$ cat src/rtl/fft_bfly_sched_if.sv
// Issue/write-back bus between the FFT butterfly sequencer and its host/datapath.
interface fft_bfly_sched_if #(parameter int N_LOG2 = 4);
  logic              start, stall;
  logic              busy, done;
  logic [N_LOG2-1:0] stage;
  logic              rd_valid;
  logic [N_LOG2-1:0] rd_addr_a, rd_addr_b;
  logic [N_LOG2-2:0] tw_idx;
  logic              wr_valid;
  logic [N_LOG2-1:0] wr_addr_a, wr_addr_b;

  modport master (output start, stall,
                  input  busy, done, stage, rd_valid, rd_addr_a, rd_addr_b,
                         tw_idx, wr_valid, wr_addr_a, wr_addr_b);
  modport slave  (input  start, stall,
                  output busy, done, stage, rd_valid, rd_addr_a, rd_addr_b,
                         tw_idx, wr_valid, wr_addr_a, wr_addr_b);
endinterface

$ cat src/rtl/fft_bfly_sched.sv
// In-place radix-2 DIF FFT sequencer: one butterfly issue per cycle, write-back
// addresses delayed by the datapath latency, drain between stages.
module fft_bfly_sched #(
  parameter int N_LOG2   = 4,
  parameter int PIPE_LAT = 1
) (
  input logic            clk,
  input logic            rst,
  fft_bfly_sched_if.slave bus
);
  localparam int W = N_LOG2;
  localparam logic [W-1:0] ONE   = W'(1);
  localparam logic [W-1:0] LAST  = W'(N_LOG2 - 1);
  localparam logic [W-2:0] JLAST = '1;
  localparam logic [3:0]   DLAST = 4'(PIPE_LAT - 1);

  typedef enum logic [1:0] {IDLE, RUN, DRAIN, DONE} state_t;

  state_t        state;
  logic [W-1:0]  stage;
  logic [W-2:0]  j;
  logic [3:0]    dcnt;
  logic          busy, done;
  logic          rd_valid;
  logic [W-1:0]  p, hmask, jw, a_n, b_n;
  logic [W-2:0]  kk, tw_n;

  logic [PIPE_LAT:1]        vld_pipe;
  logic [PIPE_LAT:1][W-1:0] a_pipe, b_pipe;

  always_ff @(posedge clk or posedge rst) begin
    if (rst) begin
      state <= IDLE;
      stage <= '0;
      j     <= '0;
      dcnt  <= '0;
      busy  <= 1'b0;
      done  <= 1'b0;
    end else begin
      done <= 1'b0;
      case (state)
        IDLE: if (bus.start) begin
          state <= RUN;
          stage <= '0;
          j     <= '0;
          busy  <= 1'b1;
        end
        RUN: if (!bus.stall) begin
          if (j == JLAST) begin
            state <= DRAIN;
            dcnt  <= '0;
          end else begin
            j <= j + 1'b1;
          end
        end
        // Hold off the next stage until the last write-back has left the pipe.
        DRAIN: if (dcnt == DLAST) begin
          if (stage == LAST) begin
            state <= DONE;
            busy  <= 1'b0;
            done  <= 1'b1;
          end else begin
            state <= RUN;
            stage <= stage + 1'b1;
            j     <= '0;
          end
        end else begin
          dcnt <= dcnt + 1'b1;
        end
        DONE:    state <= IDLE;
        default: state <= IDLE;
      endcase
    end
  end

  assign rd_valid = (state == RUN) && !bus.stall;

  // Pair address = j with a zero bit inserted at position N_LOG2-1-stage.
  always_comb begin
    p     = LAST - stage;
    hmask = (ONE << p) - ONE;
    jw    = {1'b0, j};
    a_n   = ((jw & ~hmask) << 1) | (jw & hmask);
    b_n   = a_n | (ONE << p);
    kk    = j & hmask[W-2:0];
    tw_n  = kk << stage;
  end

  always_ff @(posedge clk or posedge rst) begin
    if (rst) begin
      vld_pipe <= '0;
      a_pipe   <= '0;
      b_pipe   <= '0;
    end else begin
      for (int i = PIPE_LAT; i > 1; i--) begin
        vld_pipe[i] <= vld_pipe[i-1];
        a_pipe[i]   <= a_pipe[i-1];
        b_pipe[i]   <= b_pipe[i-1];
      end
      vld_pipe[1] <= rd_valid;
      a_pipe[1]   <= bus.rd_addr_a;
      b_pipe[1]   <= bus.rd_addr_b;
    end
  end

  // Addresses are forced to zero when idle so the bus reads all-zero out of reset.
  assign bus.rd_valid  = rd_valid;
  assign bus.rd_addr_a = rd_valid ? a_n  : '0;
  assign bus.rd_addr_b = rd_valid ? b_n  : '0;
  assign bus.tw_idx    = rd_valid ? tw_n : '0;
  assign bus.wr_valid  = vld_pipe[PIPE_LAT];
  assign bus.wr_addr_a = a_pipe[PIPE_LAT];
  assign bus.wr_addr_b = b_pipe[PIPE_LAT];
  assign bus.busy      = busy;
  assign bus.done      = done;
  assign bus.stage     = stage;
endmodule

$ cat src/flat_wrapper.sv
// flat-port wrapper written by rule: the top's interface ports become plain ports
module fft_bfly_sched_flat 
#(
  parameter int N_LOG2   = 4,
  parameter int PIPE_LAT = 1
)
  (clk, rst, bus_start, bus_stall, bus_busy, bus_done, bus_stage, bus_rd_valid, bus_rd_addr_a, bus_rd_addr_b, bus_tw_idx, bus_wr_valid, bus_wr_addr_a, bus_wr_addr_b);
  fft_bfly_sched_if #(.N_LOG2(N_LOG2)) bus_i ();
  input logic clk;
  input logic rst;
  input wire logic [$bits(bus_i.start)-1:0] bus_start;
  input wire logic [$bits(bus_i.stall)-1:0] bus_stall;
  output wire logic [$bits(bus_i.busy)-1:0] bus_busy;
  output wire logic [$bits(bus_i.done)-1:0] bus_done;
  output wire logic [$bits(bus_i.stage)-1:0] bus_stage;
  output wire logic [$bits(bus_i.rd_valid)-1:0] bus_rd_valid;
  output wire logic [$bits(bus_i.rd_addr_a)-1:0] bus_rd_addr_a;
  output wire logic [$bits(bus_i.rd_addr_b)-1:0] bus_rd_addr_b;
  output wire logic [$bits(bus_i.tw_idx)-1:0] bus_tw_idx;
  output wire logic [$bits(bus_i.wr_valid)-1:0] bus_wr_valid;
  output wire logic [$bits(bus_i.wr_addr_a)-1:0] bus_wr_addr_a;
  output wire logic [$bits(bus_i.wr_addr_b)-1:0] bus_wr_addr_b;
  assign bus_i.start = bus_start;
  assign bus_i.stall = bus_stall;
  assign bus_busy = bus_i.busy;
  assign bus_done = bus_i.done;
  assign bus_stage = bus_i.stage;
  assign bus_rd_valid = bus_i.rd_valid;
  assign bus_rd_addr_a = bus_i.rd_addr_a;
  assign bus_rd_addr_b = bus_i.rd_addr_b;
  assign bus_tw_idx = bus_i.tw_idx;
  assign bus_wr_valid = bus_i.wr_valid;
  assign bus_wr_addr_a = bus_i.wr_addr_a;
  assign bus_wr_addr_b = bus_i.wr_addr_b;
  fft_bfly_sched #(.N_LOG2(N_LOG2), .PIPE_LAT(PIPE_LAT)) u_core (.clk(clk), .rst(rst), .bus(bus_i));
endmodule
$ cat config.mk
export PLATFORM = sky130hd
export DESIGN_NAME = fft_bfly_sched_flat
export DESIGN_NICKNAME = d
export VERILOG_FILES = /design/src/rtl/fft_bfly_sched_if.sv /design/src/rtl/fft_bfly_sched.sv /design/src/flat_wrapper.sv
export SDC_FILE = /design/constraint.sdc
export NUM_CORES = 1
export LEC_CHECK = 0
export CAP_MARGIN = 30
export CORE_MARGIN = 1
export CORE_UTILIZATION = 51
export CTS_BUF_LIST = sky130_fd_sc_hd__clkbuf_2 sky130_fd_sc_hd__clkbuf_4 sky130_fd_sc_hd__clkbuf_8
export CTS_CLUSTER_SIZE = 12
export DETAILED_ROUTE_END_ITERATION = 8
export PLACE_DENSITY = 0.93
export RECOVER_POWER = 25
export SLEW_MARGIN = 20
export SYNTH_ARGS = -nofsm -noshare
export SYNTH_HDL_FRONTEND = slang
export SYNTH_SLANG_ARGS = --single-unit
$ cat constraint.sdc
create_clock -name clk -period 2.5 [get_ports clk]
set_input_delay 0.25 -clock clk [delete_from_list [all_inputs] [get_ports clk]]
set_output_delay 0.25 -clock clk [all_outputs]
set_load 0.005 [all_outputs]
# Word-level counts from Yosys, hierarchy flattened
# Cells that the tools add are included.
[word_totals]
output_inout_bits = 27
in_bits = 4
wordCells = 77
regBits = 24
[classes]
n_eq_ne = 13
reduce_logical = 12
n_shift = 2
bitwise = 6
muxes = 30
add_sub_neg = 5
[op_table]
columns = ["cell", "n"]
rows = [
  ["two-way mux 4 bit", 8],
  ["two-way mux 3 bit", 6],
  ["one-hot mux 4 bit (2 select lines)", 2],
  ["AND reduction 4 bit", 4],
  ["two-way mux 2 bit", 5],
  ["!= test 2 bit (second input constant)", 5],
  ["one-hot mux 3 bit (3 select lines)", 1],
  ["adder 4 x 1 -> 4 bit (second input constant)", 2],
  ["OR 4 bit", 2],
  ["one-hot mux 2 bit (4 select lines)", 1],
  ["AND 3 bit", 2],
  ["two-way mux 1 bit", 6],
  ["!= test 2 x 1 -> 1 bit (second input constant)", 3],
  ["AND reduction 6 bit", 1],
  ["AND 3 x 4 -> 4 bit", 1],
  ["== test 2 bit (second input constant)", 2],
  ["== test 4 x 2 -> 1 bit (second input constant)", 1],
  ["zero test 4 bit", 1],
  ["nonzero test 2 bit", 2],
  ["left shift 1 x 4 -> 4 bit (first input constant)", 1],
  ["left shift 3 x 4 -> 3 bit", 1],
  ["subtractor 2 x 4 -> 4 bit (first input constant)", 1],
  ["subtractor 4 x 1 -> 4 bit (second input constant)", 1],
  ["adder 3 x 1 -> 3 bit (second input constant)", 1],
  ["other kinds (8)", 8],
]

# Longest topological paths before layout
[logic_depth]
depth_word = 8
depth_mapped = 9
ltp_nobuf = 9

# Least setup slack after synthesis
# No wires, ideal clock.
[synth_timing]
kind = "register -> output"
from = "register u_core.stage[2], in the netlist u_core.bus.stage[2]"
to = "output port bus_tw_idx[2]"
path_stages_with_launch = 9
required_time_ns = 2.250
t_arrival_ns = 1.972
path_slack_ns = 0.278
n_path_buf = 0
cell_sequence = "dfrtp_1 inv_2 ha_1 nor3_1 inv_1 ha_1 nor2b_1 a31oi_1 nor4_1"
[synth_between]
elab_chain_cells = 6
[synth_lines]
columns = ["element", "line", "rtl"]
rows = [
  ["start: declaration", "fft_bfly_sched.sv:20", "logic [W-1:0] stage;"],
  ["start signal: assignment", "fft_bfly_sched.sv:64", "stage <= stage + 1'b1;"],
  ["subtractor 2 x 4 -> 4 bit", "fft_bfly_sched.sv:80", "p = LAST - stage;"],
  ["left shift 1 x 4 -> 4 bit", "fft_bfly_sched.sv:81", "hmask = (ONE << p) - ONE;"],
  ["subtractor 4 x 1 -> 4 bit", "fft_bfly_sched.sv:81", ""],
  ["AND 3 bit", "fft_bfly_sched.sv:85", "kk = j & hmask[W-2:0];"],
  ["left shift 3 x 4 -> 3 bit *", "fft_bfly_sched.sv:86", "tw_n = kk << stage;"],
  ["two-way mux 3 bit *", "fft_bfly_sched.sv:110", "assign bus.tw_idx = rd_valid ? tw_n : '0;"],
  ["end: declaration", "flat_wrapper.sv:19", "output wire logic [$bits(bus_i.tw_idx)-1:0] bus_tw_idx;"],
]
# Every way passes the cells marked *; elsewhere a longest branch is shown, timed or not.

# Final worst setup path
[layout_timing]
from = "register u_core.stage[3], in the netlist u_core.bus.stage[3]"
to = "output port bus_rd_addr_a[2]"
[layout_between]
elab_chain_cells = 7
word_cells_on_any_way = 8
classes_between = "2 x add/sub; 1 x shift; 1 x mux; 4 x bitwise"
[layout_lines]
columns = ["element", "line", "rtl"]
rows = [
  ["subtractor 2 x 4 -> 4 bit *", "fft_bfly_sched.sv:80", ""],
  ["left shift 1 x 4 -> 4 bit *", "fft_bfly_sched.sv:81", ""],
  ["subtractor 4 x 1 -> 4 bit *", "fft_bfly_sched.sv:81", ""],
  ["inverter 3 bit", "fft_bfly_sched.sv:83", "a_n = ((jw & ~hmask) << 1) | (jw & hmask);"],
  ["AND 3 bit", "fft_bfly_sched.sv:83", ""],
  ["OR 4 bit *", "fft_bfly_sched.sv:83", ""],
  ["two-way mux 4 bit *", "fft_bfly_sched.sv:108", "assign bus.rd_addr_a = rd_valid ? a_n : '0;"],
  ["end: declaration", "flat_wrapper.sv:17", "output wire logic [$bits(bus_i.rd_addr_a)-1:0] bus_rd_addr_a;"],
]
# Marked as above.

==> flow_metrics.tcl <==
set metrics [dict create \
    critPathKind "reg -> out" \
    die_area_mm2 0.00275 \
    ys_ff_latch 24 \
    dp_cells 203 \
    drtIter0Drc 61 \
    final_nets 200 \
    route.detailed.drc 0 \
    path_clk_slew_ps 120 \
    cp_max_fo 4 \
    p_per_area_mw_per_mm2 1010 \
    yosys_warnings 0 \
    tightest_slew_ps 1330 \
    yosys.cell_types.count 37 \
    status "finished, final reports clean" \
    rsz0062_at_grt "true" \
    peakVddDrop_mv 1.08 \
    max_cap_viol_count 0 \
    dpl_cell_area_mm2 0.00170 \
    start_util_pct 56.5 \
    drive_above_1_share_pct 26.7 \
    syn_nets 149 \
    synth_fa_ha_area_share_pct 6.75 \
    gr-usage-all-layers_pct 31.7 \
    num_antenna_cells 0 \
    routedWlPerCell_um 18.9 \
    p_leak_nw 0.870 \
    grt_pass1_wl_mm 6.23 \
    layout_common_cells "dfrtp_1 (23), clkdlybuf4s50_1 (21), buf_4 (19)" \
    routed_via_density 6.08 \
    cp-startpoint "u_core.bus.stage[3]$_DFFE_PP0P_" \
    clkLatencyLatePin_ps 320 \
    fin_crit_ps 2480 \
    cts-buffers-inserted 3 \
    slew_headroom_pct 11.2 \
    setup_tns_ps 0 \
    antenna_found_initial 0 \
    max_freq_mhz 404 \
    setup_viol 0 \
    die_x_um 52.4 \
    fin_crit_sh_pct 99.1 \
    cp.arrival_ps 2230 \
    min_from "u_core.dcnt[2]$_DFFE_PP0P_" \
    layout_commonest_cell "dfrtp_1" \
    finish.utilization_pct 81.0 \
    firstDrtPassIters 4 \
    vias 1307 \
    rr_startpoint "u_core.bus.stage[0]$_DFFE_PP0P_" \
    synth_edf_count 0 \
    synthCells 138 \
    htree_levels 1 \
    p_total_mw 1.89 \
    netlist_area_mm2 0.00130 \
    drv_slew 0 \
    hold_buffers 0 \
    portBuffers 30 \
    synth_top_family_by_area "simple AND/OR/NAND/NOR gates" \
    synth_compound_area_share_pct 11.7 \
    endpoint_kind "output port" \
    startpoint_type "register" \
    gp_congestion 0.867 \
    synth.area.mux_share_pct 4.05 \
    num_rows 17 \
    reg2reg_slack_ps 260 \
    wl_mm 4.06 \
    core_area_mm2 0.00230 \
    ios 31 \
    design_area_mm2 0.00186 \
    syn_to_final_growth_pct 43.4 \
    num-fill-cells 140 \
    async_flop_share_pct 100 \
    synthSimpleGateAreaFrac_pct 23.5 \
    overflow 0 \
    yosysSeqAreaShare_pct 46.3 \
    postSynthAreaPerCell_um2 9.40 \
    clock_skew_ps 4.04 \
    clock-sinks 24 \
    hold_viol 0 \
    first_global_vias 1325 \
    hpwl_mm 2.40 \
    hold_path_class "reg -> reg" \
    required_ps 2250 \
    yosys_most_used_dff "dfrtp_1" \
    grt_max_degree 25 \
    cts_max_path_buffers 2 \
    ctsRootBufferMaster "clkbuf_4" \
    antenna_left 0 \
    synthXorXnorAreaFrac_pct 2.70 \
    cts_tree "built" \
    fp.dieH_um 52.4 \
    final_cells 215 \
]
[final cells by class]
| cell class | instances | area [µm²] | area share (%) |
|---|---|---|---|
| timing repair buffer | 51 | 434 | 23.3 |
| tap | 28 | 35.0 | 1.88 |
| sequential | 24 | 602 | 32.3 |
| clock buffer | 3 | 22.5 | 1.21 |
| multi-input combinational | 99 | 729 | 39.2 |
| inverter | 10 | 37.5 | 2.02 |
[per-layer routing]
metal  track usage [%]  share of wire (%)
met1              37.5                 39
met2              55.9                 50
met3              2.90                7.8
met4              16.7                3.1
met5                 0                  0
[where the power goes]
part	internal, mW	switching (mW)
combinational	0.561	0.496
clock	0.0566	0.116
sequential	0.511	0.147
total	1.13	0.759
[stage by stage]
| stage | hold slack, ps | setup slack [ps] |
|---|---|---|
| 5_1_grt | 579 | -72.2 |
| 3_3_place_gp | 508 | 21.6 |
| 3_5_place_dp | 533 | -168 |
| 6_report | 550 | 22.3 |
| 2_1_floorplan | 265 | 278 |
| 4_1_cts | 283 | -95.6 |
[cell usage after synthesis, drive strengths merged (3+ instances only)]
cell type  instances  area share (%)
a21oi              4             1.5
a22o               3             2.0
a31oi              3             1.4
and3               4             1.9
clkbuf             4             1.3
dfrtp             24              46
ha                 7             6.7
inv               10             2.9
mux2i              3             2.3
nand2             18             5.2
nand2b             3             1.4
nand3              5             1.9
nor2               8             2.3
nor3               5             1.9
nor3b              3             2.1
o21ai              7             2.7
xor2               4             2.7
[worst paths after layout]
check                                                    end  cells after the start
max                                         bus_rd_addr_a[2]                      9
min                               u_core.dcnt[2]$_DFFE_PP0P_                      1
max reg2reg                  u_core.bus.stage[3]$_DFFE_PP0P_                      6
min reg2reg                       u_core.dcnt[2]$_DFFE_PP0P_                      1
max in group asynchronous        u_core.state[0]$_DFFE_PP0P_                      3
min in group asynchronous  u_core.bus.wr_addr_a[0]$_DFF_PP0_                      3
[registers in the layout, summed over array words and instances, names as in the netlist]
signal,flops
u_core.bus.busy,1
u_core.bus.done,1
u_core.bus.stage,4
u_core.bus.wr_addr_a,4
u_core.bus.wr_addr_b,4
u_core.bus.wr_valid,1
u_core.dcnt,4
u_core.j,3
u_core.state,2
[cells by family (layout without fill, tap and decap cells)]
family,Yosys count,after routing
buffers and inverters,15,64
and+or+nand+nor,59,59
muxes,5,5
DFF,24,24
AOI/OAI and AO/OA,24,24
xor gates and xnor gates,4,4
adders and majority gates,7,7
[worst max-delay path: stages, from the launching register on]
cell	delay [ps]
dfrtp_1	420
inv_2	90
ha_4	220
nor3_2	210
inv_2	80
ha_4	190
xor2_4	190
buf_4	140
o22ai_2	140
clkdlybuf4s15_1	230
[repair_timing]
item                                    in CTS  in global routing
setup buffers                                5                  4
endpoints found under the setup margin       9                  8
gates resized for setup                     27                 18
pin swaps                                    8                  9
No activity file was read; power rests on OpenSTA's default activity.
